--- src/rtl/mem_bist_ctrl.sv ---
// Memory BIST initiator: writes an LFSR pattern to every word, reads it back, counts mismatches.
// Latency: done is asserted 2*DEPTH+RD_LAT cycles after the start-sampling edge (DONE lasts one cycle).
// Backpressure: none; the memory is assumed ready every cycle, and start is ignored unless IDLE.
//
// Ports:
//   clk, rst                  clock, synchronous active-high reset
//   start                     begin a test run (sampled only in IDLE)
//   addr, wdata, wrbar        memory request (wrbar=1 write, 0 read)
//   rdata                     memory read data, valid RD_LAT cycles after a read address
//   busy, done, pass          run status; done is a one-cycle pulse, pass is held
//   err_count, first_fail_addr  mismatch count and lowest failing address
module mem_bist_ctrl #(
  parameter int                WIDTH  = 32,
  parameter int                DEPTH  = 256,
  parameter int                ADDR   = 8,
  parameter int                RD_LAT = 1,
  parameter logic [WIDTH-1:0]  POLY   = 32'h80200003,
  parameter logic [WIDTH-1:0]  SEED   = 32'h00000001
) (
  input  logic              clk,
  input  logic              rst,
  input  logic              start,
  output logic [ADDR-1:0]   addr,
  output logic [WIDTH-1:0]  wdata,
  output logic              wrbar,
  input  logic [WIDTH-1:0]  rdata,
  output logic              busy,
  output logic              done,
  output logic              pass,
  output logic [ADDR:0]     err_count,
  output logic [ADDR-1:0]   first_fail_addr
);

  // An all-zero LFSR would lock up, so a zero seed is promoted to 1.
  localparam logic [WIDTH-1:0] SEED_EFF   = (SEED == '0) ? {{(WIDTH-1){1'b0}}, 1'b1} : SEED;
  localparam int               DW         = (RD_LAT > 1) ? $clog2(RD_LAT) : 1;
  localparam logic [DW-1:0]    DRAIN_LAST = DW'(RD_LAT - 1);
  localparam logic [ADDR-1:0]  LAST       = ADDR'(DEPTH - 1);

  typedef enum logic [2:0] {
    S_IDLE,
    S_WRITE,
    S_READ,
    S_DRAIN,
    S_DONE
  } state_t;

  state_t           state, state_nxt;
  logic [ADDR-1:0]  cnt;
  logic [DW-1:0]    drain_cnt;
  logic [WIDTH-1:0] lfsr;
  logic             rd_issue;

  // Expected word and address travel alongside each read so they meet rdata.
  logic [RD_LAT-1:0] pipe_vld;
  logic [WIDTH-1:0]  pipe_exp [RD_LAT];
  logic [ADDR-1:0]   pipe_adr [RD_LAT];
  logic              miss;

  function automatic logic [WIDTH-1:0] lfsr_step(input logic [WIDTH-1:0] l);
    return {l[WIDTH-2:0], 1'b0} ^ (l[WIDTH-1] ? POLY : '0);
  endfunction

  assign miss = pipe_vld[RD_LAT-1] && (rdata != pipe_exp[RD_LAT-1]);

  always_ff @(posedge clk) begin
    if (rst) state <= S_IDLE;
    else     state <= state_nxt;
  end

  // Bus outputs decode straight from the registered state and counter.
  always_comb begin
    state_nxt = state;
    addr      = '0;
    wdata     = '0;
    wrbar     = 1'b0;
    done      = 1'b0;
    rd_issue  = 1'b0;
    case (state)
      S_IDLE: begin
        if (start) state_nxt = S_WRITE;
      end
      S_WRITE: begin
        wrbar = 1'b1;
        addr  = cnt;
        wdata = lfsr;
        if (cnt == LAST) state_nxt = S_READ;
      end
      S_READ: begin
        addr     = cnt;
        rd_issue = 1'b1;
        if (cnt == LAST) state_nxt = S_DRAIN;
      end
      S_DRAIN: begin
        if (drain_cnt == DRAIN_LAST) state_nxt = S_DONE;
      end
      S_DONE: begin
        done      = 1'b1;
        state_nxt = S_IDLE;
      end
      default: state_nxt = S_IDLE;
    endcase
  end

  always_ff @(posedge clk) begin
    if (rst) begin
      cnt             <= '0;
      drain_cnt       <= '0;
      lfsr            <= SEED_EFF;
      busy            <= 1'b0;
      pass            <= 1'b0;
      err_count       <= '0;
      first_fail_addr <= '0;
      pipe_vld        <= '0;
      for (int i = 0; i < RD_LAT; i++) begin
        pipe_exp[i] <= '0;
        pipe_adr[i] <= '0;
      end
    end else begin
      pipe_vld[0] <= rd_issue;
      pipe_exp[0] <= lfsr;
      pipe_adr[0] <= cnt;
      for (int i = 1; i < RD_LAT; i++) begin
        pipe_vld[i] <= pipe_vld[i-1];
        pipe_exp[i] <= pipe_exp[i-1];
        pipe_adr[i] <= pipe_adr[i-1];
      end

      // Reads return in address order, so the first miss is the lowest address.
      if (miss) begin
        err_count <= err_count + (ADDR+1)'(1);
        if (err_count == '0) first_fail_addr <= pipe_adr[RD_LAT-1];
      end

      case (state)
        S_IDLE: begin
          cnt       <= '0;
          drain_cnt <= '0;
          if (start) begin
            busy      <= 1'b1;
            err_count <= '0;
            pass      <= 1'b0;
            lfsr      <= SEED_EFF;
          end
        end
        S_WRITE, S_READ: begin
          // Reloading the seed at the end of WRITE regenerates the same stream for READ.
          if (cnt == LAST) begin
            cnt  <= '0;
            lfsr <= SEED_EFF;
          end else begin
            cnt  <= cnt + ADDR'(1);
            lfsr <= lfsr_step(lfsr);
          end
        end
        S_DRAIN: drain_cnt <= drain_cnt + DW'(1);
        S_DONE: begin
          busy <= 1'b0;
          pass <= (err_count == '0);
        end
        default: ;
      endcase
    end
  end

endmodule

--- config.mk ---
export PLATFORM = sky130hd
export DESIGN_NAME = mem_bist_ctrl
export DESIGN_NICKNAME = d
export VERILOG_FILES = /design/src/rtl/mem_bist_ctrl.sv
export SDC_FILE = /design/constraint.sdc
export NUM_CORES = 1
export LEC_CHECK = 0
export CAP_MARGIN = 5
export CORE_MARGIN = 8
export CORE_UTILIZATION = 54
export CTS_CLUSTER_SIZE = 30
export DETAILED_ROUTE_END_ITERATION = 10
export GPL_ROUTABILITY_DRIVEN = 0
export PLACE_DENSITY = 0.9
export SYNTH_ARGS = -nofsm -noshare
export SYNTH_HDL_FRONTEND = slang
export SYNTH_SLANG_ARGS = --single-unit
--- constraint.sdc ---
create_clock -name clk -period 2.5 [get_ports clk]
set_input_delay 0.25 -clock clk [delete_from_list [all_inputs] [get_ports clk]]
set_output_delay 0.25 -clock clk [all_outputs]
set_load 0.01 [all_outputs]
==> results of run 1 <==
==> critical path: stages, from the launching register on <==
cell	delay [ns]
sky130_fd_sc_hd__dfxtp_2	0.40
sky130_fd_sc_hd__nand2b_1	0.24
sky130_fd_sc_hd__nor2_2	0.12
sky130_fd_sc_hd__buf_6	0.22
sky130_fd_sc_hd__and2_1	0.19
sky130_fd_sc_hd__clkdlybuf4s50_1	0.54
==> through the flow <==
step	setup WS (ns)	area [sq um]	hold WS (ns)	cells
finish	0.176	5510	0.374	624
global route	0.0546	5510	0.414	624
CTS	0.0126	5500	0.363	624
detailed placement	0.168	5260	0.464	608
global placement	0.220	5260	0.445	608
floorplan	0.845	4190	0.439	423
==> logic make-up (layout without fill, tap and decap cells) <==
group	count (synthesis)	count (layout)	synth area share, %
AO/OA/AOI/OAI	71	71	13.1
XOR/XNOR	37	37	7.73
adder cells (fa/ha/maj)	3	3	0.896
buffers and inverters	27	126	2.57
flip-flops	104	104	49.7
multiplexers	12	12	2.87
AND/OR/NAND/NOR	169	169	23.2
==> registers in the layout, indices dropped and copies added (netlist names), 3 cells and up <==
| name | cells |
|---|---|
| pipe_adr | 8 |
| pipe_exp | 32 |
| state | 3 |
| lfsr | 32 |
| err_count | 9 |
| cnt | 8 |
| first_fail_addr | 8 |
==> routing by layer <==
metal  global-route usage, %  vias to the layer above
met2                    31.0                       98
li1                        -                     1634
met3                    4.09                       11
met1                    21.7                     1601
met4                    6.51                        0
met5                       0                        -
==> what timing repair did <==
action,in CTS,in global routing
buffers inserted,0,0
setup endpoints to repair,0,34
gates resized for setup,0,2
endpoints found under the hold margin,0,0
==> report_power, final <==
part / internal [W] / switching, W / total (W)
registers: 0.00171 / 0.0000584 / 0.00176
clock network: 0.000667 / 0.000564 / 0.00123
logic: 0.000296 / 0.000444 / 0.000740
total: 0.00267 / 0.00107 / 0.00374
==> layout by cell type, fill, tap and decap left out, types with 3 or more instances in the layout <==
master and count:
sky130_fd_sc_hd__a22o_1 28, sky130_fd_sc_hd__nand2b_1 4, sky130_fd_sc_hd__nor2b_1 41, sky130_fd_sc_hd__nor3_1 5, sky130_fd_sc_hd__nand4_1 10, sky130_fd_sc_hd__buf_4 7, sky130_fd_sc_hd__mux2i_1 12, sky130_fd_sc_hd__xnor2_1 35
sky130_fd_sc_hd__nand2_1 13, sky130_fd_sc_hd__and2_1 40, sky130_fd_sc_hd__bufinv_16 3, sky130_fd_sc_hd__o21ai_0 6, sky130_fd_sc_hd__inv_1 7, sky130_fd_sc_hd__a22oi_1 3, sky130_fd_sc_hd__clkdlybuf4s50_1 94, sky130_fd_sc_hd__dfxtp_1 103
sky130_fd_sc_hd__and3_1 9, sky130_fd_sc_hd__nor2_1 34, sky130_fd_sc_hd__ha_1 3, sky130_fd_sc_hd__clkbuf_8 9, sky130_fd_sc_hd__a21oi_1 15
==> final cells by class <==
class                           count  area [sq um]
Clock buffer                        9           124
Clock inverter                      7           118
Fill cell                         528          2100
Inverter                            7          26.3
Multi-Input combinational cell    292          2020
Sequential cell                   104          2080
Tap cell                          102           128
Timing Repair Buffer              103          1010
==> final timing paths <==
path / startpoint / depth (start not counted) / slack, ns / endpoint
setup / recovery: state[1] / 5 / 0.18 / wdata[0]
hold / removal: rst / 2 / 0.37 / pipe_exp[0][31]
setup reg to reg: cnt[0] / 6 / 0.51 / lfsr[9]
hold reg to reg: pipe_adr[0][0] / 2 / 0.48 / first_fail_addr[0]
==> flow_summary_export.csv, run 1 <==
group,metric,value,unit
sta,slew_violations,0,
yosys,ys_seq_area_share,49.7,%
floorplanning,fp.dieArea,10800,sq um
sta,finalSetupViolations,0,
routing,post_drt_via_cell_ratio,5.36,
floorplanning,row_count,32,
clock_tree,path_clk_slew,0.09,ns
final_layout,area_growth_syn_to_layout,31.4,%
run_status,status,"finished, final reports clean",
setup_path,path_max_fanout,33,
yosys,synth_edf_count,0,
routing,postRouteAntennaNets,0,
routing,drt-pass1-iter-count,4,
routing,wirelength_met1,4.39,mm
yosys,synthDominantAreaCellType,"sky130_fd_sc_hd__dfxtp_1",
routing,met3_length,518,um
sta,finalClockSkew,0.0120,ns
setup_path,critPathArrivalTime,2.07,ns
grt,grt_start_max_net_pins,34,
sta,fin_setup_tns,0,ns
clock_tree,numCtsBuffers,9,
job,max_cap_viol_count,0,
pwr,vdd_ir_drop_max,0.500,mV
final_layout,antenna-diode-count,0,
routing,drc_errors,0,
yosys,post_synth_main_area_contributors,"sky130_fd_sc_hd__dfxtp_1 (50%), sky130_fd_sc_hd__xnor2_1 (7.3%), sky130_fd_sc_hd__nor2b_1 (6.1%)",
sta,timing.slew.headroom,47.5,%
clock_tree,hold_bufs_at_cts,0,
pwr,p_leak,2.06,nW
sta,hold_violations,0,
yosys,syn_avg_cell_area,9.91,sq um
sta,grt_setup_unrepaired,"no",
clock_tree,insertion_delay,0.36,ns
clock_tree,numClockSinks,104,
floorplanning,io_pins,96,
final_layout,nNetsFinal,555,
clock_tree,htree_num_levels,3,
clock_tree,cts_max_path_buffers,2,
routing,wire_length_reported_by_the_detailed_router,10.1,mm
grt,global_route_wire_length_before_repair,16.4,mm
yosys,ys_ff_latch,104,
grt,antenna_found_initial,0,
pwr,power.density_cell_area,678,nW/um^2
yosys,post_synth_inst_count,423,
yosys,post-synth-top-area-fraction,49.7,%
yosys,synth.cells.most_frequent,"sky130_fd_sc_hd__dfxtp_1 (104), sky130_fd_sc_hd__nor2b_1 (41), sky130_fd_sc_hd__and2_1 (40), sky130_fd_sc_hd__nor2_1 (35), sky130_fd_sc_hd__xnor2_1 (35)",
grt,grt_use_total,18.1,%
sta,finalWorstPathRequiredPeriod,2.32,ns
final_layout,utilization,72.4,%
yosys,asyncSetResetFlopFracSynth,0,%
yosys,synth.yosys.warnings,0,
placed_design,io_buffers,95,
setup_path,critical_path_endpoint_category,"output pin",
yosys,synth_top_flop_cell,"sky130_fd_sc_hd__dfxtp_1",
setup_path,crit_path_start_kind,"flop",
yosys,synth_area,4190,sq um
setup_path,worst_ep_required_time,2.25,ns
min_path,min_path_type,"input port to flop",
routing,vias,3344,
final_layout,drive_gt1_share,6.90,%
sta,tightest_slew,0.784,ns
floorplanning,fp.coreArea,7610,sq um
routing,routedWlPerCell,16.1,um
floorplanning,floorplan.initialDensity,55.1,%
routing,route.top_layer_used,"met4",
clock_tree,root_buffer,"sky130_fd_sc_hd__clkbuf_8",
placed_design,dpl.hpwl,7.19,mm
pwr,design_power_total,0.00374,W
grt,globalRoute.totalOverflow,0,
sta,timing.fmax,0.430,GHz
sta,timing.final.crit_share,92.9,%
clock_tree,clock_tree_from_tritoncts,"done",
floorplanning,die-width,104,um
yosys,most_frequent_cell_after_synthesis,"sky130_fd_sc_hd__dfxtp_1",
grt,first_global_vias,3328,
yosys,post_synth_cell_types,44,
floorplanning,die_h,104,um
yosys,synthesized_nets,461,
routing,routed-wl-met2,5.02,mm
setup_path,critical_path_class,"flop to output pin",
routing,first_iter_violations,176,
Note: power is estimated with default switching activity, not from simulation.
==> run 2: changes to the inputs <==
--- a/config.mk
+++ b/config.mk
@@ -6,12 +6,12 @@
 export NUM_CORES = 1
 export LEC_CHECK = 0
 export CAP_MARGIN = 5
-export CORE_MARGIN = 8
-export CORE_UTILIZATION = 54
+export CORE_UTILIZATION = 45
 export CTS_CLUSTER_SIZE = 30
 export DETAILED_ROUTE_END_ITERATION = 10
 export GPL_ROUTABILITY_DRIVEN = 0
-export PLACE_DENSITY = 0.9
+export PLACE_DENSITY = 0.81
 export SYNTH_ARGS = -nofsm -noshare
 export SYNTH_HDL_FRONTEND = slang
 export SYNTH_SLANG_ARGS = --single-unit
+export TNS_END_PERCENT = 50
==> constraint.sdc (replaced) <==
create_clock -name clk -period 2.1 [get_ports clk]
set_input_delay 0.21 -clock clk [delete_from_list [all_inputs] [get_ports clk]]
set_output_delay 0.21 -clock clk [all_outputs]
set_load 0.01 [all_outputs]
==> flow_summary_export.csv, run 2 (synthesis results as in run 1) <==
group,metric,value,unit
clock_tree,path_clk_slew,0.11,ns
sta,finalWorstSetupSlack,-0.0178,ns
setup_path,crit_path_top_delay_cell,"sky130_fd_sc_hd__clkdlybuf4s50_1",
floorplanning,die-width,98.5,um
final_layout,area_growth_syn_to_layout,31.8,%
setup_path,worstPathCellList,"nand2b_4 > nor2_4 > buf_12 > and2_1 > clkdlybuf4s50_1",
grt,antenna_found_initial,0,
final_layout,antenna-diode-count,0,
sta,tightest_slew,0.635,ns
floorplanning,row_count,34,
routing,first_iter_violations,189,
sta,slew_violations,0,
setup_path,critical_path_endpoint_category,"output pin",
routing,postRouteAntennaNets,0,
pwr,power.density_cell_area,801,nW/um^2
routing,vias,3259,
sta,finalWorstPathRequiredPeriod,2.12,ns
floorplanning,floorplan.initialDensity,47.4,%
sta,timing.slew.headroom,57.6,%
sta,timing.fmax,0.472,GHz
floorplanning,die_h,98.5,um
setup_path,cpPeakStageDelay,0.54,ns
routing,drc_errors,0,
final_layout,reg_top3,"lfsr x32, pipe_exp x32, err_count x9",
pwr,p_leak,2.26,nW
setup_path,worst_ep_required_time,1.89,ns
setup_path,family_of_cells_with_the_greatest_summed_delay_on_the_critical_path,"buffers and inverters",
clock_tree,hold_bufs_at_cts,0,
run_status,status,"finished with violations",
clock_tree,clock_tree_from_tritoncts,"done",
sta,hold_violations,0,
run_status,violated_checks,"negative setup slack",
clock_tree,numClockSinks,104,
grt,grt_start_max_net_pins,36,
clock_tree,htree_num_levels,3,
pwr,design_power_total,0.00442,W
final_layout,fillCellCount,763,
min_path,min_path_type,"input port to flop",
sta,finalSetupViolations,1,
sta,timing.final.crit_share,101,%
setup_path,cp_num_buf_inv,2,
setup_path,path_max_fanout,17,
routing,routedWlPerCell,14.6,um
routing,post_drt_via_cell_ratio,5.14,
routing,drt-pass1-iter-count,8,
routing,wire_length_reported_by_the_detailed_router,9.26,mm
job,max_cap_viol_count,0,
grt,global_route_wire_length_before_repair,15.0,mm
clock_tree,insertion_delay,0.37,ns
clock_tree,root_buffer,"sky130_fd_sc_hd__clkbuf_8",
final_layout,layout_commonest_cell,"sky130_fd_sc_hd__dfxtp_1",
placed_design,dpl.hpwl,6.57,mm
setup_path,critical_path_class,"flop to output pin",
setup_path,critPathArrivalTime,1.91,ns
final_layout,most_frequent_cells_in_the_layout,"sky130_fd_sc_hd__dfxtp_1 (101), sky130_fd_sc_hd__clkdlybuf4s50_1 (56), sky130_fd_sc_hd__nor2b_1 (41), sky130_fd_sc_hd__and2_1 (40), sky130_fd_sc_hd__dlygate4sd2_1 (38)",
final_layout,nNetsFinal,559,
pwr,vdd_ir_drop_max,0.416,mV
clock_tree,cts_max_path_buffers,2,
grt,first_global_vias,3185,
grt,grt_use_total,19.5,%
floorplanning,fp.dieArea,9700,sq um
placed_design,io_buffers,95,
sta,finalClockSkew,0.0227,ns
clock_tree,numCtsBuffers,9,
final_layout,drive_gt1_share,8.17,%
sta,fin_setup_tns,-0.0178,ns
setup_path,crit_path_start_kind,"flop",
grt,globalRoute.totalOverflow,0,
floorplanning,fp.coreArea,8850,sq um
sta,grt_setup_unrepaired,"yes",
floorplanning,io_pins,96,
placed_design,place_worst_setup_slack,0.0139,ns
run 2: report_power, final:
part           leakage (nW)  switching, W  internal (W)
registers             0.840     0.0000666       0.00203
logic                  1.31      0.000547      0.000402
clock network         0.109      0.000687      0.000689
run 2: area by class of cell:
cell class,instances,area [sq um],area share (%)
clock buffers,10,128,2.31
inverters,7,26.3,0.476
multi-input cells,292,2040,36.8
repair buffers,107,1020,18.4
flip-flops and latches,104,2090,37.7
clock inverters,6,96.3,1.74
well taps,108,135,2.45
run 2: path summary, 6_finish.rpt:
check                                     from  depth (start not counted)                 end  slack [ns]
worst max register to register          cnt[0]                          6            lfsr[29]        0.13
worst max-delay path                  state[1]                          5           wdata[10]       -0.02
worst min-delay path                       rst                          2            lfsr[21]        0.34
worst min register to register  pipe_adr[0][3]                          2  first_fail_addr[3]        0.47
run 2: timing repair:
action,CTS,global route
cloned,0,1
endpoints found under the setup margin,41,3
setup buffers,0,1
resized for setup,41,3
run 2: per-stage QoR:
stage	hold WS [ns]	instance area [sq um]	instances	util, %
global route	0.351	5530	634	62.4
global placement	0.448	5300	616	59.8
detailed placement	0.462	5300	616	59.8
floorplan	0.399	4190	423	-
finish	0.341	5530	634	62.4
CTS	0.318	5480	632	61.9
run 2: layer usage:
layer | global-route usage, % | vias to the layer above | wire [um] | share of wire [%]
li1 | - | 1640 | - | -
met1 | 24.6 | 1523 | 4210 | 45
met2 | 32.9 | 82 | 4480 | 48
met3 | 3.40 | 14 | 397 | 4.3
met4 | 8.04 | 0 | 182 | 2.0
met5 | 0 | - | 0 | 0
==> run 3: changes to the inputs <==
--- a/config.mk
+++ b/config.mk
@@ -6,8 +6,8 @@
 export NUM_CORES = 1
 export LEC_CHECK = 0
 export CAP_MARGIN = 5
+export CORE_MARGIN = 4
 export CORE_UTILIZATION = 45
-export CTS_CLUSTER_SIZE = 30
 export DETAILED_ROUTE_END_ITERATION = 10
 export GPL_ROUTABILITY_DRIVEN = 0
 export PLACE_DENSITY = 0.81
==> flow_summary_export.csv, run 3 (synthesis results as in run 1) <==
group,metric,value,unit
clock_tree,numClockSinks,104,
sta,timing.fmax,0.498,GHz
pwr,p_leak,2.32,nW
routing,drt-pass1-iter-count,4,
pwr,vdd_ir_drop_max,0.379,mV
final_layout,nNetsFinal,567,
setup_path,critical_path_endpoint_category,"output pin",
placed_design,io_buffers,95,
floorplanning,io_pins,96,
final_layout,layout_commonest_cell,"sky130_fd_sc_hd__dfxtp_1",
setup_path,crit_path_top_delay_cell,"sky130_fd_sc_hd__clkdlybuf4s50_1",
routing,vias,3352,
floorplanning,row_count,34,
setup_path,critical_path_class,"flop to output pin",
setup_path,critPathArrivalTime,1.80,ns
final_layout,area_growth_syn_to_layout,32.3,%
final_layout,drive_gt1_share,9.18,%
setup_path,path_max_fanout,8,
clock_tree,path_clk_slew,0.10,ns
clock_tree,cts_max_path_buffers,2,
grt,global_route_wire_length_before_repair,16.2,mm
clock_tree,numCtsBuffers,9,
final_layout,utilization,62.4,%
sta,timing.slew.headroom,54.1,%
clock_tree,insertion_delay,0.36,ns
grt,globalRoute.totalOverflow,0,
routing,drc_errors,0,
min_path,min_path_type,"input port to flop",
sta,finalSetupViolations,0,
routing,post_drt_via_cell_ratio,5.22,
clock_tree,clock_tree_from_tritoncts,"done",
routing,postRouteAntennaNets,0,
pwr,power.density_cell_area,768,nW/um^2
sta,finalClockSkew,0.0125,ns
final_layout,antenna-diode-count,0,
sta,slew_violations,0,
pwr,design_power_total,0.00426,W
sta,finalWorstPathRequiredPeriod,2.01,ns
setup_path,rr_worst_depth,7,
setup_path,r2r_setup_slk,0.18,ns
routing,routedWlPerCell,15.5,um
run_status,status,"finished, final reports clean",
placed_design,dpl.hpwl,7.03,mm
clock_tree,hold_bufs_at_cts,0,
clock_tree,htree_num_levels,3,
setup_path,crit_path_start_kind,"flop",
grt,first_global_vias,3415,
routing,wire_length_reported_by_the_detailed_router,9.96,mm
routing,first_iter_violations,157,
floorplanning,die-width,105,um
final_layout,fillCellCount,749,
floorplanning,floorplan.initialDensity,47.1,%
setup_path,cpPeakStageDelay,0.53,ns
floorplanning,fp.coreArea,8890,sq um
grt,grt_start_max_net_pins,34,
clock_tree,root_buffer,"sky130_fd_sc_hd__clkbuf_8",
setup_path,setup.worst_path.end,"done",
setup_path,worstReg2RegEnd,"lfsr[21]",
sta,final.hold.worst_slack,0.262,ns
setup_path,critPathLaunch,"state[2]",
grt,grt_use_total,18.0,%
job,max_cap_viol_count,0,
setup_path,worstPathCellList,"inv_1 > nor3_1 > buf_4 > clkdlybuf4s50_1",
sta,timing.final.crit_share,95.7,%
setup_path,r2r-start,"cnt[0]",
sta,hold_violations,0,
floorplanning,die_h,105,um
sta,tightest_slew,0.688,ns
setup_path,worst_ep_required_time,1.89,ns
sta,fin_setup_tns,0,ns
floorplanning,fp.dieArea,10900,sq um
final_layout,reg_top3,"lfsr x32, pipe_exp x32, err_count x9",
final_layout,most_frequent_cells_in_the_layout,"sky130_fd_sc_hd__dfxtp_1 (102), sky130_fd_sc_hd__clkdlybuf4s50_1 (54), sky130_fd_sc_hd__nor2b_1 (41), sky130_fd_sc_hd__and2_1 (40), sky130_fd_sc_hd__dlygate4sd2_1 (38)",
grt,antenna_found_initial,0,
run 3: worst max-delay path, delay by kind of cell, from the launching register on:
kind	cells	cell delay (ns)
simple gates	1	0.19
flops	1	0.45
buf+inv	3	0.79
run 3: routing by layer:
layer	vias up	GRT usage, %	routed length [um]	part of all wire (%)
li1	1654	-	-	-
met1	1597	21.5	4350	44
met2	87	31.0	4930	49
met3	14	5.52	539	5.4
met4	0	5.32	140	1.4
met5	-	0	0	0
run 3: area by class of cell:
type	count	area (sq um)	share of cell area (%)
Inverter	7	26.3	0.474
Sequential cell	104	2080	37.6
Clock inverter	5	41.3	0.744
Tap cell	108	135	2.44
Clock buffer	11	141	2.55
Multi-Input combinational cell	292	2030	36.6
Timing Repair Buffer	115	1090	19.6
run 3: report_power, final:
part | switching (W) | internal [W] | total, W | leakage [nW]
registers | 0.0000562 | 0.00203 | 0.00209 | 0.840
clock network | 0.000679 | 0.000473 | 0.00115 | 0.0861
logic | 0.000578 | 0.000443 | 0.00102 | 1.39
total | 0.00131 | 0.00295 | 0.00426 | 2.32
run 3: worst min path at each step:
stage                         from                  to  slack, ns  cells after the start
floorplan                    start                busy       0.40                      2
global placement    pipe_adr[0][7]  first_fail_addr[7]       0.45                      2
detailed placement  pipe_adr[0][6]  first_fail_addr[6]       0.46                      2
CTS                            rst     pipe_exp[0][31]       0.25                      2
global route                   rst     pipe_exp[0][31]       0.28                      2
finish                         rst     pipe_exp[0][31]       0.26                      2
run 3: metrics by stage:
stage          cells  setup WS (ns)  area (sq um)
2_1_floorplan    423          0.445          4190
3_3_place_gp     622         0.0747          5340
3_5_place_dp     622        -0.0127          5340
4_1_cts          640       0.000587          5500
5_1_grt          642       -0.00577          5550
6_report         642         0.0911          5550
run 3: repair_timing:
action                                  CTS  global route
endpoints found under the setup margin   41             3
resized for setup                        40             5
pin swaps                                 0             1
cloned                                    0             1
buffers inserted                          2             1
